## src/rtl/game_state_ctrl.sv

```systemverilog
// Pac-Man game-flow controller: pac/ghost collisions, lives, respawn delay, win and game-over.
// Optional GAME_STATE_PAUSE_EN adds a `pause` input that freezes GAME and the RESUME countdown.
//
// state  | meaning
// INIT   | hold sprites/map/score in reset, reload lives, wait for start
// GAME   | normal play, collisions resolved each cycle
// RESUME | respawn delay after a lost life, sprites held at spawn
// OVER   | no lives left, wait for start to drop
// WIN    | map cleared, wait for start to drop
module game_state_ctrl #(
    parameter int NUM_GHOSTS    = 2,
    parameter int X_W           = 6,
    parameter int Y_W           = 5,
    parameter int PILL_W        = 33,
    parameter int PEL_W         = 10,
    parameter int LIVES_INIT    = 3,
    parameter int RESUME_CYCLES = 250000000
) (
    input  logic                       CLOCK_50,
    input  logic                       reset_n,
    input  logic                       start,
`ifdef GAME_STATE_PAUSE_EN
    input  logic                       pause,
`endif
    input  logic [X_W-1:0]             pac_x,
    input  logic [Y_W-1:0]             pac_y,
    input  logic [NUM_GHOSTS*X_W-1:0]  ghost_x,
    input  logic [NUM_GHOSTS*Y_W-1:0]  ghost_y,
    input  logic [PILL_W-1:0]          pill_count,
    input  logic [PEL_W-1:0]           pellets_left,
    output logic [2:0]                 lives,
    output logic [2:0]                 state,
    output logic                       sprite_reset,
    output logic                       map_wr_reset,
    output logic                       score_reset,
    output logic                       ghost_enable,
    output logic [NUM_GHOSTS-1:0]      ghost_eaten,
    output logic                       life_lost
);

    localparam int CNT_W = $clog2(RESUME_CYCLES);

    typedef enum logic [2:0] {
        S_INIT   = 3'd0,
        S_GAME   = 3'd1,
        S_RESUME = 3'd2,
        S_OVER   = 3'd3,
        S_WIN    = 3'd4
    } state_t;

    state_t                st;
    logic [CNT_W-1:0]      cnt;
    logic [NUM_GHOSTS-1:0] hit;
    logic [NUM_GHOSTS-1:0] hit_q;
    logic [NUM_GHOSTS-1:0] evt;
    logic                  paused;

`ifdef GAME_STATE_PAUSE_EN
    assign paused = pause;
`else
    assign paused = 1'b0;
`endif

    always_comb begin
        hit = '0;
        for (int i = 0; i < NUM_GHOSTS; i++) begin
            hit[i] = (ghost_x[i*X_W +: X_W] == pac_x) && (ghost_y[i*Y_W +: Y_W] == pac_y);
        end
    end

    // Only the first cycle of an overlap is an event, so a lingering ghost costs one life.
    assign evt   = hit & ~hit_q;
    assign state = st;

    always_ff @(posedge CLOCK_50 or negedge reset_n) begin
        if (!reset_n) begin
            st           <= S_INIT;
            lives        <= 3'(LIVES_INIT);
            cnt          <= '0;
            hit_q        <= '0;
            sprite_reset <= 1'b1;
            map_wr_reset <= 1'b1;
            score_reset  <= 1'b1;
            ghost_enable <= 1'b0;
            ghost_eaten  <= '0;
            life_lost    <= 1'b0;
        end else begin
            ghost_eaten <= '0;
            life_lost   <= 1'b0;
            case (st)
                S_INIT: begin
                    hit_q        <= '0;
                    lives        <= 3'(LIVES_INIT);
                    sprite_reset <= 1'b1;
                    map_wr_reset <= 1'b1;
                    score_reset  <= 1'b1;
                    ghost_enable <= 1'b0;
                    if (start) begin
                        st           <= S_GAME;
                        sprite_reset <= 1'b0;
                        map_wr_reset <= 1'b0;
                        score_reset  <= 1'b0;
                        ghost_enable <= 1'b1;
                    end
                end
                S_GAME: begin
                    sprite_reset <= 1'b0;
                    map_wr_reset <= 1'b0;
                    score_reset  <= 1'b0;
                    if (paused) begin
                        ghost_enable <= 1'b0;
                    end else begin
                        ghost_enable <= 1'b1;
                        hit_q        <= hit;
                        if (pellets_left == '0) begin
                            st           <= S_WIN;
                            hit_q        <= '0;
                            ghost_enable <= 1'b0;
                            map_wr_reset <= 1'b1;
                        end else if (|evt && pill_count != '0) begin
                            ghost_eaten <= evt;
                        end else if (|evt) begin
                            life_lost    <= 1'b1;
                            hit_q        <= '0;
                            ghost_enable <= 1'b0;
                            map_wr_reset <= 1'b1;
                            if (lives > 3'd1) begin
                                st           <= S_RESUME;
                                lives        <= lives - 3'd1;
                                cnt          <= CNT_W'(RESUME_CYCLES - 1);
                                sprite_reset <= 1'b1;
                            end else begin
                                st    <= S_OVER;
                                lives <= 3'd0;
                            end
                        end
                    end
                end
                S_RESUME: begin
                    hit_q        <= '0;
                    sprite_reset <= 1'b1;
                    map_wr_reset <= 1'b0;
                    score_reset  <= 1'b0;
                    ghost_enable <= 1'b0;
                    if (!paused) begin
                        if (cnt == '0) begin
                            st           <= S_GAME;
                            sprite_reset <= 1'b0;
                            ghost_enable <= 1'b1;
                        end else begin
                            cnt <= cnt - 1'b1;
                        end
                    end
                end
                S_OVER, S_WIN: begin
                    hit_q        <= '0;
                    sprite_reset <= 1'b0;
                    map_wr_reset <= 1'b1;
                    score_reset  <= 1'b0;
                    ghost_enable <= 1'b0;
                    if (!start) begin
                        st           <= S_INIT;
                        lives        <= 3'(LIVES_INIT);
                        sprite_reset <= 1'b1;
                        score_reset  <= 1'b1;
                    end
                end
                default: st <= S_INIT;
            endcase
        end
    end

endmodule

```

## config.mk

```make
export PLATFORM = sky130hd
export DESIGN_NAME = game_state_ctrl
export DESIGN_NICKNAME = d
export VERILOG_FILES = /design/src/rtl/game_state_ctrl.sv
export SDC_FILE = /design/constraint.sdc
export NUM_CORES = 1
export LEC_CHECK = 0
export ABC_AREA = 1
export CORE_MARGIN = 4
export CORE_UTILIZATION = 26
export CTS_BUF_LIST = sky130_fd_sc_hd__clkbuf_4 sky130_fd_sc_hd__clkbuf_8
export CTS_CLUSTER_DIAMETER = 100
export DETAILED_ROUTE_END_ITERATION = 6
export RECOVER_POWER = 100
export REMOVE_ABC_BUFFERS = 1
export SYNTH_ARGS = -nofsm -noshare
export SYNTH_HDL_FRONTEND = slang
export SYNTH_SLANG_ARGS = --single-unit
export TNS_END_PERCENT = 30
```

## constraint.sdc

```tcl
create_clock -name CLOCK_50 -period 2.2 [get_ports CLOCK_50]
set_input_delay 0.22 -clock CLOCK_50 [delete_from_list [all_inputs] [get_ports CLOCK_50]]
set_output_delay 0.22 -clock CLOCK_50 [all_outputs]
set_load 0.05 [all_outputs]
```

==> results.yml <==
pwr:
  p_leak_uw: 0.00224
  seqPwrFrac: 0.284
  power.density_nw_per_um2: 1140
  p_comb_frac: 0.576
  p_sw_uw: 2610
  pwr-share-clk: 0.140
  ir_worst_vdd_mv: 0.509
  p_sw_frac: 0.489
  intPower_uw: 2730
logic_synthesis:
  synth_top_cell_area_share: 0.278
  syn_area_per_cell_um2: 6.40
  synthCells: 534
  synth_edf_count: 0
  postSynth.asyncResetShare: 1.00
  synth_area_leaders: "dfrtp_1, nand2_1, nand3_1"
  synth_top_area_cell: "dfrtp_1"
  ys_warn_count: 0
  yosysUniqueCellTypes: 35
  syn_area_um2: 3420
  ys_ff_latch: 43
  ys_seq_area_frac: 0.317
  synthFlopType: "dfrtp_1"
finish:
  finalNonFillerCells: 806
  syn_to_final_growth_pct: 36.7
  nets: 716
  utilization: 0.367
  antenna_cells: 0
  final_area_um2: 4670
  drive_above_1_share: 0.0915
sta:
  hold_viol: 0
  min_period_ns: 2.00
  max_freq_mhz: 500
  tightestPinTransition_ns: 1.02
  clock_skew_ns: 0.0148
  timing.setup.tns_ns: 0
  slew_headroom: 0.321
  rsz0062_at_grt: "false"
  fin_crit_sh: 0.909
  setup_ws_ns: 0.201
  maxSlewViolCount: 0
  setup_viol: 0
placed_design:
  gp_congestion: 0.861
  hpwl_um: 7540
  portBuffers: 91
  pre_cts_slack_ns: 0.00911
  placedCellCount: 797
  place_area_um2: 4550
route:
  wirelength_um: 9270
  drc: 0
  drt-vias-per-instance: 4.36
  ant_nets: 0
  drtIter0Drc: 172
  wire_per_inst_um: 11.5
  dr.pass1.iters: 4
  vias: 3514
floorplan:
  io_pins: 92
  fp.dieH_um: 123
  start_util: 0.268
  std_cell_rows: 41
  core_area_um2: 12700
  fp.dieW_um: 123
  dieArea_um2: 15000
setup_path:
  startpoint: "state[1]"
  crit_fanout: 5
  worstPathArrival_ns: 2.20
  cp-start-kind: "flip-flop"
  required_ns: 2.40
  r2r_cells: 8
  r2r-end: "lives[2]"
  criticalPathCategory: "flip-flop to flip-flop"
  endpoint_kind: "flip-flop"
  rrSetupSlack_ns: 0.20
  endpoint: "lives[2]"
  r2r-start: "state[1]"
global_routing:
  grtUsageTotal: 0.125
  grt_overflow: 0
  grt_max_degree: 28
  grt_pass1_wl_um: 15500
  grt_pass1_vias: 3401
  antenna_found_initial: 0
cts:
  cts.reportedPaths.clkPinSlew_ns: 0.10
  clock-sinks: 43
  root_buffer: "clkbuf_8"
  cts_tree: "done"
  cts_inserted_buffers: 5
  h-tree-depth: 2
  clock_latency_ns: 0.30
  clock_path_buffers: 2
  cts_resized: 0
flow_run:
  drv_cap: 0
worst_hold_path:
  hold_class: "primary input to async pin"
run_status:
  outcome: "complete, no violations"
worst max-delay path, cell delays in order (launching register included):
cell     delay [ns]
dfrtp_1        0.43
nor2_1         0.27
nor2_1         0.16
nor2_1         0.25
a21oi_1        0.10
a22oi_1        0.35
nand3_1        0.20
nand2_1        0.09
nand2_1        0.05
placed cells by master (no fill, tap or decap), drive strengths merged:
cell	netlist	final
a21oi	6	6
a22oi	1	1
a31oi	1	1
buf	7	5
bufinv	0	2
clkbuf	1	9
clkdlybuf4s50	0	76
clkinvlp	0	1
dfrtp	38	38
dfstp	5	5
dlygate4sd3	0	15
ha	4	4
inv	73	73
nand2	190	190
nand3	66	66
nand3b	3	3
nand4	7	7
nor2	82	82
nor3	11	11
nor4	2	2
o21ai	14	14
o22ai	2	2
or2	5	5
xnor2	13	13
xor2	3	3
worst min-delay path by stage:
| stage | startpoint | endpoint | slack [ns] | cells past startpoint |
|---|---|---|---|---|
| finish | reset_n | cnt[24] | 0.41 | 2 |
| global route | reset_n | cnt[24] | 0.46 | 2 |
| CTS | reset_n | cnt[24] | 0.31 | 2 |
| detailed placement | reset_n | cnt[24] | 0.1 | 1 |
| global placement | reset_n | cnt[24] | 0.09 | 1 |
| floorplan | reset_n | cnt[0] | -0.08 | 0 |
through the flow:
step,total power [µW],hold slack (ns)
finish,5350,0.407
global route,5830,0.462
CTS,5470,0.311
detailed placement,4700,0.0963
global placement,4640,0.0921
floorplan,3660,-0.0756
Yosys cell counts (2+ instances only):
cell type    n
nand2_1    170
nor2_1      70
inv_1       68
nand3_1     64
dfrtp_1     38
nand2_2     18
o21ai_0     13
xnor2_1     13
nor3_1      10
nor2_2       9
nand4_1      7
a21oi_1      6
dfstp_2      5
inv_2        5
ha_1         4
or2_2        4
buf_4        3
nand3b_1     3
xor2_1       3
buf_2        2
nand3_2      2
nor2_4       2
nor4_1       2
o22ai_1      2
logic make-up (layout without fill, tap and decap cells):
group | Yosys count | count (layout) | synth area share
simple gates | 366 | 366 | 0.486
buf+inv | 81 | 181 | 0.101
flops | 43 | 43 | 0.317
compound gates | 24 | 24 | 0.0403
xor+xnor | 16 | 16 | 0.0410
fa+ha+maj | 4 | 4 | 0.0147
cell type report:
class	count	area [µm²]
fill	1338	8050
multi-input combinational	410	1970
timing repair buffer	100	990
clock inverter	3	67.6
tap	172	215
clock buffer	5	68.8
inverter	73	274
sequential	43	1080
per-layer routing:
metal / track usage / wire length, µm / share of wire
met1: 0.157 / 4120 / 0.44
met2: 0.227 / 4770 / 0.51
met3: 0.0189 / 271 / 0.029
met4: 0.0252 / 108 / 0.012
met5: 0 / 0 / 0
registers in the layout (all words and copies together), names as in the netlist:
| name | cells |
|---|---|
| hit_q | 2 |
| lives | 3 |
| state | 3 |
| score_reset | 1 |
| life_lost | 1 |
| cnt | 28 |
| ghost_eaten | 2 |
| ghost_enable | 1 |
| map_wr_reset | 1 |
| sprite_reset | 1 |
power groups by stage:
stage / clock network, µW / registers [µW] / logic [µW]
2_1_floorplan: 0 / 1740 / 1910
3_3_place_gp: 0 / 1540 / 3100
3_5_place_dp: 0 / 1540 / 3160
4_1_cts: 764 / 1530 / 3180
5_1_grt: 796 / 1580 / 3450
6_report: 749 / 1520 / 3080
repair_timing:
item	in CTS	in global routing
hold buffers	1	0
endpoints found under the hold margin	7	0
buffers inserted	0	0
endpoints found under the setup margin	0	0
(Power assumes the default switching activity.)
